### config.mk
export PLATFORM = sky130hd
export DESIGN_NAME = pcie_dma_state
export DESIGN_NICKNAME = d
export VERILOG_FILES = /design/src/rtl/pcie_dma_state.sv
export SDC_FILE = /design/constraint.sdc
export NUM_CORES = 1
export LEC_CHECK = 0
export ABC_AREA = 1
export BUFFER_PORTS_ARGS = -buffer_cell sky130_fd_sc_hd__buf_2
export CAP_MARGIN = 0
export CORE_UTILIZATION = 54
export CTS_CLUSTER_DIAMETER = 40
export DETAILED_ROUTE_END_ITERATION = 16
export PLACE_DENSITY = 0.8
export SLEW_MARGIN = 20
export SYNTH_ARGS = -nofsm -noshare
export SYNTH_HDL_FRONTEND = slang
export SYNTH_SLANG_ARGS = --single-unit
### constraint.sdc
create_clock -name i_clk -period 1.7 [get_ports i_clk]
set_input_delay 0.17 -clock i_clk [delete_from_list [all_inputs] [get_ports i_clk]]
set_output_delay 0.17 -clock i_clk [all_outputs]
set_load 0.005 [all_outputs]
### src/rtl/pcie_dma_state.sv
// PCIe DMA transfer-state tracker: follows RX request TLPs and TX completions,
// reports the current phase, counts finished reads/writes, flags read timeouts
// and latches the completer bus/device/function.
module pcie_dma_state #(
  parameter int unsigned timeout_cycles = 1024,
  parameter int unsigned cnt_width      = 16
) (
  input  logic                 i_clk,
  input  logic                 i_rst,
  input  logic                 i_req_valid,
  input  logic                 i_req_ready,
  input  logic                 i_req_sop,
  input  logic                 i_req_last,
  input  logic [1:0]           i_req_type,
  input  logic                 i_cpl_valid,
  input  logic                 i_cpl_ready,
  input  logic                 i_cpl_last,
  input  logic                 i_cfg_valid,
  input  logic [15:0]          i_cfg_bdf,
  input  logic                 i_clr_err,
  output logic [3:0]           o_dma_state,
  output logic [15:0]          o_pcie_completer_id,
  output logic                 o_busy,
  output logic [cnt_width-1:0] o_rd_cnt,
  output logic [cnt_width-1:0] o_wr_cnt
);

  localparam int unsigned WAIT_W = 16;
  localparam logic [WAIT_W-1:0] WAIT_LIMIT = WAIT_W'(timeout_cycles - 1);

  typedef enum logic [3:0] {
    ST_IDLE    = 4'd0,
    ST_WR_DATA = 4'd1,
    ST_RD_HDR  = 4'd2,
    ST_RD_WAIT = 4'd3,
    ST_RD_CPL  = 4'd4,
    ST_ERR     = 4'd15
  } state_t;

  state_t                r_state;
  state_t                w_state_nxt;
  logic [WAIT_W-1:0]     r_wait_cnt;
  logic [15:0]           r_completer_id;
  logic                  r_busy;
  logic [cnt_width-1:0]  r_rd_cnt;
  logic [cnt_width-1:0]  r_wr_cnt;
  logic                  w_req_beat;
  logic                  w_cpl_beat;
  logic                  w_wr_inc;
  logic                  w_rd_inc;

  // A beat is a transfer only when both valid and ready are high.
  assign w_req_beat = i_req_valid & i_req_ready;
  assign w_cpl_beat = i_cpl_valid & i_cpl_ready;

  // Next-state and counter-increment decode.
  always_comb begin
    w_state_nxt = r_state;
    w_wr_inc    = 1'b0;
    w_rd_inc    = 1'b0;
    case (r_state)
      ST_IDLE: begin
        if (w_req_beat && i_req_sop) begin
          if (i_req_type == 2'd0) begin
            w_state_nxt = i_req_last ? ST_RD_WAIT : ST_RD_HDR;
          end else if (i_req_type == 2'd1) begin
            if (i_req_last) w_wr_inc = 1'b1;
            else            w_state_nxt = ST_WR_DATA;
          end
        end
      end
      ST_WR_DATA: begin
        if (w_req_beat && i_req_last) begin
          w_state_nxt = ST_IDLE;
          w_wr_inc    = 1'b1;
        end
      end
      ST_RD_HDR: begin
        if (w_req_beat && i_req_last) w_state_nxt = ST_RD_WAIT;
      end
      ST_RD_WAIT: begin
        // A completion arriving on the limit cycle beats the timeout.
        if (w_cpl_beat) begin
          if (i_cpl_last) begin
            w_state_nxt = ST_IDLE;
            w_rd_inc    = 1'b1;
          end else begin
            w_state_nxt = ST_RD_CPL;
          end
        end else if (r_wait_cnt == WAIT_LIMIT) begin
          w_state_nxt = ST_ERR;
        end
      end
      ST_RD_CPL: begin
        if (w_cpl_beat && i_cpl_last) begin
          w_state_nxt = ST_IDLE;
          w_rd_inc    = 1'b1;
        end
      end
      ST_ERR: begin
        if (i_clr_err) w_state_nxt = ST_IDLE;
      end
      default: w_state_nxt = ST_IDLE;
    endcase
  end

  // State register plus registered busy flag derived from the next state.
  always_ff @(posedge i_clk) begin
    if (i_rst) begin
      r_state <= ST_IDLE;
      r_busy  <= 1'b0;
    end else begin
      r_state <= w_state_nxt;
      r_busy  <= (w_state_nxt != ST_IDLE) && (w_state_nxt != ST_ERR);
    end
  end

  // Read-completion wait counter; held at zero outside RD_WAIT so entry starts clean.
  always_ff @(posedge i_clk) begin
    if (i_rst || (r_state != ST_RD_WAIT)) begin
      r_wait_cnt <= '0;
    end else if (!w_cpl_beat) begin
      r_wait_cnt <= r_wait_cnt + WAIT_W'(1);
    end
  end

  // Completed-transaction counters, free-running modulo 2^cnt_width.
  always_ff @(posedge i_clk) begin
    if (i_rst) begin
      r_rd_cnt <= '0;
      r_wr_cnt <= '0;
    end else begin
      if (w_rd_inc) r_rd_cnt <= r_rd_cnt + cnt_width'(1);
      if (w_wr_inc) r_wr_cnt <= r_wr_cnt + cnt_width'(1);
    end
  end

  // Completer ID capture from the core's config strobe, independent of state.
  always_ff @(posedge i_clk) begin
    if (i_rst) begin
      r_completer_id <= '0;
    end else if (i_cfg_valid) begin
      r_completer_id <= i_cfg_bdf;
    end
  end

  assign o_dma_state         = r_state;
  assign o_busy              = r_busy;
  assign o_pcie_completer_id = r_completer_id;
  assign o_rd_cnt            = r_rd_cnt;
  assign o_wr_cnt            = r_wr_cnt;

endmodule
==> flow_metrics.env, run 1 <==
export IMPL_yosysSeqAreaShare=0.396
export IMPL_end_kind="flip-flop"
export IMPL_r2r_end="o_wr_cnt[6]"
export IMPL_status="finished clean"
export IMPL_viasPerCell=5.12
export IMPL_place_gp_congestion=0.883
export IMPL_cts_htree_levels=3
export IMPL_fmax_mhz=664
export IMPL_min_delay_path_depth=3
export IMPL_ant_nets=0
export IMPL_synthMuxAreaShare=0
export IMPL_clk_pin_slew_ns=0.08
export IMPL_holdWs_ns=0.0499
export IMPL_slew_viol_final=0
export IMPL_layout_drive_gt1_share=0.211
export IMPL_criticalPathCategory="reg -> reg"
export IMPL_die_h_um=82.3
export IMPL_yosysTopAreaCell="dfxtp_1"
export IMPL_setup_viol=0
export IMPL_p_per_area_mw_per_mm2=781
export IMPL_first_pass_iters=5
export IMPL_final_core_util=0.689
export IMPL_synthAdderAreaFrac=0.0108
export IMPL_cts_tree="yes"
export IMPL_fillerInstances=525
export IMPL_wl_per_cell_um=11.5
export IMPL_hold_path_class="in -> reg"
export IMPL_grt_overflow=0
export IMPL_finalPower_mw=3.26
export IMPL_grt_max_degree=32
export IMPL_rrSetupSlack_ns=0.19
export IMPL_clock_sinks=69
export IMPL_grt_pass1_vias=3145
export IMPL_synth_area_mm2=0.00348
export IMPL_area_growth_pct=19.8
export IMPL_leakagePower_nw=1.85
export IMPL_post_cts_setup_buffers=0
export IMPL_tns_ns=0
export IMPL_antenna_cells=0
export IMPL_drt_initial_drc_count=189
export IMPL_netlist_area_leader_share=0.396
export IMPL_comb_power_share=0.066
export IMPL_max_slew_margin=0.678
export IMPL_worstMarginPinSlew_ns=0.483
export IMPL_synth_fp_nets=563
export IMPL_layout_commonest_cell="nand2_1"
export IMPL_wl_mm=7.99
export IMPL_pwr_share_clk=0.423
export IMPL_yosys_top_cells_area="dfxtp_1 (40%), nand2_1 (14%), nor2_1 (11%)"
export IMPL_swShare=0.253
export IMPL_finish_net_count=648
export IMPL_p_int_mw=2.44
export IMPL_root_buffer="clkbuf_8"
export IMPL_port_buffers=81
export IMPL_core_mm2=0.00606
export IMPL_synth_distinct_cells=31
export IMPL_p_switching_mw=0.824
export IMPL_clockBufferDepth=2
export IMPL_die_w_um=82.3
export IMPL_skew_ns=0.00676
export IMPL_row_count=28
export IMPL_vias=3564
export IMPL_hold_buffers=0
export IMPL_hold_violations=0
export IMPL_hold_path_startpoint="i_cfg_bdf[0]"
export IMPL_power_share_sequential=0.511
export IMPL_synth_xor_area_frac=0.0226
export IMPL_ys_seq_elements=69
export IMPL_start_util=0.575
export IMPL_holdPathEnd="o_pcie_completer_id[0]"
export IMPL_yosys_warnings=0
export IMPL_rsz0062_at_grt="false"
export IMPL_period_share=0.886
export IMPL_worst_ep_arrival_time_ns=1.74
export IMPL_cts_buffers=9
export IMPL_grt_pass1_wl_mm=13.1
export IMPL_die_area_mm2=0.00678
export IMPL_drcViolationCount=0
export IMPL_synthSimpleGateAreaFrac=0.375
export IMPL_antenna_found_initial=0
export IMPL_netlist_instances=531
export IMPL_syn_area_per_cell_um2=6.56
export IMPL_insertion_delay_ns=0.33
export IMPL_synth_top_family_by_area="simple AND/OR/NAND/NOR gates"
export IMPL_cp_max_fo=16
export IMPL_synth_compound_area_share=0.114
export IMPL_required_ns=1.93
export IMPL_track_usage=0.249
export IMPL_maxCapViolCount=0
export IMPL_place_hpwl_mm=5.87
export IMPL_num_io_pins=82
export IMPL_reg2regPathDepth=9
export IMPL_start_kind="flip-flop"
export IMPL_layout_common_cells="nand2_1 (132), nor2_1 (97), buf_2 (81)"
export IMPL_reg2reg_from="o_dma_state[3]"
export IMPL_post_route_min_period_ns=1.51
export IMPL_ir_worst_vdd_v=0.000617
==> worst max path at each step <==
| stage | slack (ns) | end | from | depth (start not counted) |
|---|---|---|---|---|
| final | 0.19 | o_wr_cnt[6] | o_dma_state[3] | 9 |
| after global placement | 0.25 | o_rd_cnt[14] | o_dma_state[0] | 7 |
| after detailed placement | 0.21 | r_wait_cnt[14] | r_wait_cnt[1] | 9 |
| after CTS | 0.18 | o_wr_cnt[14] | o_wr_cnt[1] | 8 |
| after global routing | 0.02 | r_wait_cnt[14] | r_wait_cnt[1] | 9 |
| after floorplan | 0.25 | o_wr_cnt[14] | o_wr_cnt[0] | 8 |
==> layer usage <==
metal / wire length (um) / vias up / GRT usage / part of all wire
met4: 68 / 0 / 0.0719 / 0.0085
met3: 478 / 9 / 0.0527 / 0.060
li1: - / 1869 / - / -
met1: 3920 / 1579 / 0.332 / 0.49
met2: 3530 / 107 / 0.403 / 0.44
met5: 0 / - / 0 / 0
==> repair_timing <==
action                                 in CTS  in global routing
setup endpoints to repair                   0                  2
gates resized for setup                     0                  2
endpoints found under the hold margin       0                  0
==> synth_stat cells <==
| cell | count |
|---|---|
| nand2_2 | 6 |
| xnor2_1 | 3 |
| a21boi_4 | 1 |
| a21boi_0 | 1 |
| or2_2 | 1 |
| nor3b_1 | 1 |
| clkinv_1 | 1 |
| or2_0 | 1 |
| nor3b_2 | 1 |
| nor3_1 | 13 |
| xor2_1 | 6 |
| clkbuf_1 | 7 |
| dfxtp_1 | 69 |
| nand3_2 | 2 |
| nand4_2 | 1 |
| a21oi_1 | 36 |
| nor2_4 | 1 |
| inv_2 | 7 |
| buf_4 | 2 |
| o21ai_0 | 29 |
| nor2_1 | 98 |
| o21ai_1 | 8 |
| or3_1 | 1 |
| ha_1 | 3 |
| nand3_1 | 28 |
| buf_6 | 2 |
| nor2_2 | 8 |
| nand4_1 | 11 |
| nand2_1 | 132 |
| a31oi_1 | 1 |
| inv_1 | 50 |
==> state kept, by name, summed over array words and instances (netlist names) <==
| signal | flops |
|---|---|
| o_pcie_completer_id | 16 |
| r_wait_cnt | 16 |
| o_rd_cnt | 16 |
| o_busy | 1 |
| o_wr_cnt | 16 |
| o_dma_state | 4 |
==> stage by stage <==
step	setup WS, ns	cell area (um^2)	cells
2_1_floorplan	0.249	3480	531
3_3_place_gp	0.250	3960	680
3_5_place_dp	0.210	3960	680
4_1_cts	0.177	4170	696
5_1_grt	0.0240	4180	696
6_report	0.194	4180	696
==> final cells by class <==
class | instances | area, um^2 | share of cell area
multi-input combinational | 393 | 1830 | 0.438
sequential | 69 | 1380 | 0.331
timing repair buffer | 85 | 448 | 0.107
inverter | 58 | 218 | 0.0521
clock buffer | 9 | 124 | 0.0297
tap | 75 | 93.8 | 0.0225
clock inverter | 7 | 81.3 | 0.0195
==> critical path: stages (launching register included) <==
cell and delay [ns]:
dfxtp_1 0.37, inv_2 0.10, nand2_1 0.09, nor3_1 0.20, nand2_1 0.11, nand2_2 0.18, buf_12 0.16, nand3_1 0.07
nand2_1 0.08, nor2_1 0.04
==> cell families (layout without fill, tap and decap cells) <==
group	count (synthesis)	in the layout
flip-flops	69	69
AND/OR/NAND/NOR	305	305
AO/OA/AOI/OAI	76	76
XOR/XNOR	9	9
adder cells (fa/ha/maj)	3	3
buffers and inverters	69	159
==> power groups by stage <==
stage / sequential [mW] / combinational [mW] / clock, mW
6_report: 1.67 / 0.215 / 1.38
5_1_grt: 1.67 / 0.246 / 1.48
4_1_cts: 1.67 / 0.215 / 1.40
3_5_place_dp: 1.70 / 0.214 / 0
3_3_place_gp: 1.70 / 0.207 / 0
2_1_floorplan: 1.71 / 0.109 / 0
(Power assumes the default switching activity.)
==> run 2: changes to the inputs <==
CORE_MARGIN = 1   (was default)
clock period = 1.5 ns   (was 1.7 ns; I/O delays follow)
==> run 2 against run 1 <==
Compared with the run above:
- register-to-register slack worse by 0.09 ns
- utilization up 2.2 points
- first-iteration DRC count up 43%
- maximum frequency up 7.8%
- routed wire length up 8.4%
- combinational power up 17%
- die area unchanged
- worst setup slack worse by 0.090 ns
==> flow_metrics.env, run 2 (synthesized netlist as in run 1, its figures left out) <==
export IMPL_status="finished clean"
export IMPL_fin_area_mm2=0.00431
export IMPL_viasPerCell=5.24
export IMPL_maxCapViolCount=0
export IMPL_worstMarginPinSlew_ns=0.459
export IMPL_core_mm2=0.00606
export IMPL_ant_nets=0
export IMPL_start_kind="flip-flop"
export IMPL_antenna_cells=0
export IMPL_worst_slack_ns=0.103
export IMPL_area_growth_pct=23.6
export IMPL_port_buffers=81
export IMPL_hold_buffers=0
export IMPL_leakagePower_nw=1.90
export IMPL_ir_worst_vdd_v=0.000658
export IMPL_num_io_pins=82
export IMPL_root_buffer="clkbuf_8"
export IMPL_clock_sinks=69
export IMPL_skew_ns=0.0117
export IMPL_drt_initial_drc_count=270
export IMPL_clk_pin_slew_ns=0.08
export IMPL_cts_tree="yes"
export IMPL_layout_drive_gt1_share=0.256
export IMPL_place_hpwl_mm=6.11
export IMPL_grt_max_degree=22
export IMPL_setup_viol=0
export IMPL_drcViolationCount=0
export IMPL_layout_common_cells="nand2_1 (132), nor2_1 (93), buf_2 (81)"
export IMPL_holdWs_ns=0.0222
export IMPL_hold_violations=0
export IMPL_first_pass_iters=5
export IMPL_row_count=28
export IMPL_place_gp_congestion=0.894
export IMPL_die_h_um=82.3
export IMPL_postPlaceCellArea_mm2=0.00402
export IMPL_wl_per_cell_um=12.3
export IMPL_vias=3695
export IMPL_wl_mm=8.67
export IMPL_end_kind="flip-flop"
export IMPL_period_share=0.931
export IMPL_worst_ep_arrival_time_ns=1.69
export IMPL_grt_pass1_vias=3256
export IMPL_die_area_mm2=0.00678
export IMPL_finish_net_count=657
export IMPL_cts_htree_levels=3
export IMPL_track_usage=0.267
export IMPL_max_slew_margin=0.694
export IMPL_tns_ns=0
export IMPL_pre_cts_ws_ns=0.00246
export IMPL_antenna_found_initial=0
export IMPL_cp_max_fo=4
export IMPL_criticalPathCategory="reg -> reg"
export IMPL_required_ns=1.79
export IMPL_hold_path_class="in -> reg"
export IMPL_post_route_min_period_ns=1.40
export IMPL_layout_commonest_cell="nand2_1"
export IMPL_clockBufferDepth=2
export IMPL_grt_overflow=0
export IMPL_cts_buffers=9
export IMPL_grt_pass1_wl_mm=13.8
export IMPL_start_util=0.575
export IMPL_insertion_delay_ns=0.35
export IMPL_rsz0062_at_grt="false"
export IMPL_die_w_um=82.3
export IMPL_p_per_area_mw_per_mm2=814
export IMPL_fmax_mhz=716
export IMPL_slew_viol_final=0
## run 2: repair_timing
action,4_1_cts,5_1_grt
setup buffers,1,0
pin swaps,1,0
endpoints found under the setup margin,2,41
cloned,0,0
hold endpoints to repair,0,0
gates resized for setup,0,29
## run 2: final cells by class
class | count | area, um^2
multi-input cells | 393 | 1900
fillers | 520 | 1750
flip-flops and latches | 69 | 1390
repair buffers | 94 | 528
inverters | 58 | 218
clock buffers | 9 | 124
well taps | 75 | 93.8
clock inverters | 7 | 51.3
## run 2: worst max-delay path, cell delays in order (launching register included)
cell and delay, ns:
dfxtp_1 0.37, ha_2 0.23, nand4_2 0.15, buf_4 0.18, or3_1 0.30, a21oi_1 0.13
## run 2: through the flow
step                std cells   util  power (mW)
global route              705  0.711        3.66
floorplan                 531      -        2.06
CTS                       705  0.696        3.52
detailed placement        688  0.664        2.18
global placement          688  0.664        2.17
finish                    705  0.711        3.51
## run 2: per-layer routing
| metal | vias to the layer above | wire, um | track usage |
|---|---|---|---|
| met2 | 118 | 4000 | 0.434 |
| met3 | 14 | 567 | 0.0549 |
| met4 | 0 | 153 | 0.135 |
| li1 | 1880 | - | - |
| met1 | 1683 | 3940 | 0.332 |
| met5 | - | 0 | 0 |
## run 2: path summary, 6_finish.rpt
path / from / end / slack (ns) / cells after the start
worst min register to register: o_wr_cnt[0] / o_wr_cnt[0] / 0.47 / 1
worst max-delay path: r_wait_cnt[1] / r_wait_cnt[6] / 0.10 / 5
worst max register to register: r_wait_cnt[1] / r_wait_cnt[6] / 0.10 / 5
worst min-delay path: i_cfg_bdf[3] / o_pcie_completer_id[3] / 0.02 / 3
## run 2: report_power, final
part	total, mW	leakage [nW]	switching (mW)	internal [mW]
Clock	1.36	0.0856	0.757	0.604
Sequential	1.89	0.565	0.0234	1.87
Combinational	0.252	1.25	0.145	0.107
Total	3.51	1.90	0.925	2.58
==> run 3: changes to the inputs <==
ABC_AREA = default   (was 1)
CORE_UTILIZATION = 57   (was 54)
PLACE_DENSITY = 0.85   (was 0.8)
clock period = 1.8 ns   (was 1.5 ns; I/O delays follow)
==> run 3 against run 2 <==
Compared with the run above:
- global-route usage grew 2.3 points
- utilization grew 7.7 points
- clock skew decreased by 0.0044 ns
- clock power is 6% higher
- worst setup slack worse by 0.068 ns
- area after synthesis decreased by 6.2%
- sequential power decreased by 17%
- synthesized cell count fell by 30%
- critical path type unchanged
- critical endpoint is now r_wait_cnt[12]
- highest routed layer unchanged
==> flow_metrics.env, run 3 <==
export IMPL_regArea_mm2=0.00139
export IMPL_status="finished clean"
export IMPL_port_buffers=81
export IMPL_ys_seq_elements=69
export IMPL_skew_ns=0.00729
export IMPL_slew_viol_final=0
export IMPL_antenna_found_initial=0
export IMPL_insertion_delay_ns=0.35
export IMPL_hold_violations=0
export IMPL_cp_max_fo=6
export IMPL_first_pass_iters=5
export IMPL_syn_area_per_cell_um2=8.81
export IMPL_netlist_instances=371
export IMPL_layout_commonest_cell="buf_2"
export IMPL_setup_viol=0
export IMPL_post_route_min_period_ns=1.76
export IMPL_start_kind="flip-flop"
export IMPL_row_count=27
export IMPL_die_h_um=77.7
export IMPL_clockBufferDepth=2
export IMPL_yosys_top_cells_area="dfxtp_1 (42%), mux2i_1 (5.2%), a21oi_1 (5.1%)"
export IMPL_antenna_cells=0
export IMPL_p_per_area_mw_per_mm2=732
export IMPL_num_io_pins=82
export IMPL_place_gp_congestion=0.882
export IMPL_max_slew_margin=0.691
export IMPL_criticalPathCategory="reg -> reg"
export IMPL_hold_path_class="in -> reg"
export IMPL_synth_fp_nets=403
export IMPL_die_area_mm2=0.00604
export IMPL_final_core_util=0.787
export IMPL_crit_path_cell_trace="ha_4 > nand3_1 > or4b_4 > or3_4 > a21oi_2"
export IMPL_grt_pass1_wl_mm=13.8
export IMPL_cts_htree_levels=3
export IMPL_start_util=0.594
export IMPL_root_buffer="clkbuf_8"
export IMPL_fillerInstances=339
export IMPL_synth_distinct_cells=52
export IMPL_die_w_um=77.7
export IMPL_ir_worst_vdd_v=0.000639
export IMPL_drt_initial_drc_count=272
export IMPL_wl_per_cell_um=15.9
export IMPL_yosys_warnings=0
export IMPL_layout_common_cells="buf_2 (81), dfxtp_1 (61), buf_4 (43)"
export IMPL_synth_most_common_cell="dfxtp_1"
export IMPL_clock_sinks=69
export IMPL_cts_buffers=9
export IMPL_ant_nets=0
export IMPL_max_stage_delay_ns=0.58
export IMPL_synth_enable_flop_cells=0
export IMPL_period_share=0.980
export IMPL_yosysTopAreaCell="dfxtp_1"
export IMPL_grt_pass1_vias=3160
export IMPL_area_growth_pct=32.6
export IMPL_grt_max_degree=21
export IMPL_core_mm2=0.00551
export IMPL_multi_input_area_mm2=0.00188
export IMPL_cp_top_family="simple AND/OR/NAND/NOR gates"
export IMPL_required_ns=2.09
export IMPL_ys_async_sr_fraction=0
export IMPL_viasPerCell=6.03
export IMPL_rsz0062_at_grt="true"
export IMPL_maxCapViolCount=0
export IMPL_fmax_mhz=567
export IMPL_netlist_top_cells_count="dfxtp_1 (69), nor2_1 (41), a21oi_1 (33), nand3_1 (21), nand2_1 (20)"
export IMPL_wl_mm=8.95
export IMPL_synth_area_mm2=0.00327
export IMPL_worstMarginPinSlew_ns=0.463
export IMPL_netlist_area_leader_share=0.423
export IMPL_worst_ep_arrival_time_ns=2.05
export IMPL_place_hpwl_mm=5.96
export IMPL_yosysSeqAreaShare=0.423
export IMPL_end_kind="flip-flop"
export IMPL_layout_drive_gt1_share=0.346
export IMPL_path_buf_inv=0
export IMPL_cp_slowest_cell="or4b_4"
export IMPL_grt_overflow=0
export IMPL_drcViolationCount=0
export IMPL_tns_ns=0
export IMPL_clk_pin_slew_ns=0.07
export IMPL_finish_net_count=519
export IMPL_cts_tree="yes"
export IMPL_leakagePower_nw=1.75
export IMPL_track_usage=0.289
export IMPL_ys_flop_type="dfxtp_1"
export IMPL_vias=3400
[run 3: routing by layer]
| metal | global-route usage | wire, um |
|---|---|---|
| met1 | 0.326 | 3570 |
| met2 | 0.504 | 4550 |
| met3 | 0.0753 | 628 |
| met4 | 0.142 | 201 |
| met5 | 0 | 0 |
[run 3: path summary, 6_finish.rpt]
kind | cells past startpoint | end | slack, ns | startpoint
setup / recovery | 5 | r_wait_cnt[12] | 0.04 | r_wait_cnt[0]
hold / removal | 3 | o_pcie_completer_id[0] | 0.06 | i_cfg_bdf[0]
setup reg to reg | 5 | r_wait_cnt[12] | 0.04 | r_wait_cnt[0]
hold reg to reg | 2 | o_pcie_completer_id[0] | 0.50 | o_pcie_completer_id[0]
[run 3: tightest hold or removal path, stage by stage]
cell and delay (ns):
buf_2 0.07, mux2i_1 0.05, nor2_1 0.07
[run 3: kinds of logic after synthesis]
group                      Yosys count  share of synthesized area
AOI/OAI and AO/OA                   77                      0.146
muxes                               23                     0.0727
adders and majority gates            3                     0.0115
DFF                                 69                      0.423
and+or+nand+nor                    161                      0.279
xor gates and xnor gates            13                     0.0348
buffers and inverters               25                     0.0333
[run 3: report_power, final]
| group | internal [mW] | total (mW) | leakage [nW] | switching [mW] |
|---|---|---|---|---|
| combinational | 0.0794 | 0.169 | 1.08 | 0.0895 |
| clock | 0.857 | 1.44 | 0.110 | 0.583 |
| sequential | 1.55 | 1.56 | 0.563 | 0.0139 |
| total | 2.49 | 3.17 | 1.75 | 0.686 |
[run 3: stage by stage]
step	cells	setup slack [ns]	area [um^2]	power, mW	hold WS [ns]
floorplan	371	0.00814	3270	1.68	0.327
global placement	545	0.0416	3980	1.76	0.412
detailed placement	545	-0.0474	3980	1.76	0.429
CTS	561	0.00329	4220	3.18	0.0595
global route	564	-0.0360	4330	3.25	0.0706
finish	564	0.0353	4330	3.17	0.0634
[run 3: final cells by class]
| class | instances | area share |
|---|---|---|
| multi-input combinational | 277 | 0.433 |
| inverter | 6 | 0.00520 |
| tap | 72 | 0.0208 |
| sequential | 69 | 0.321 |
| clock buffer | 13 | 0.0367 |
| timing repair buffer | 124 | 0.168 |
| clock inverter | 3 | 0.0156 |
[run 3: repair_timing]
action,in CTS,in global routing
buffers inserted,0,3
pin swaps,0,8
hold buffers,0,0
resized for setup,4,18
endpoints found under the setup margin,7,12
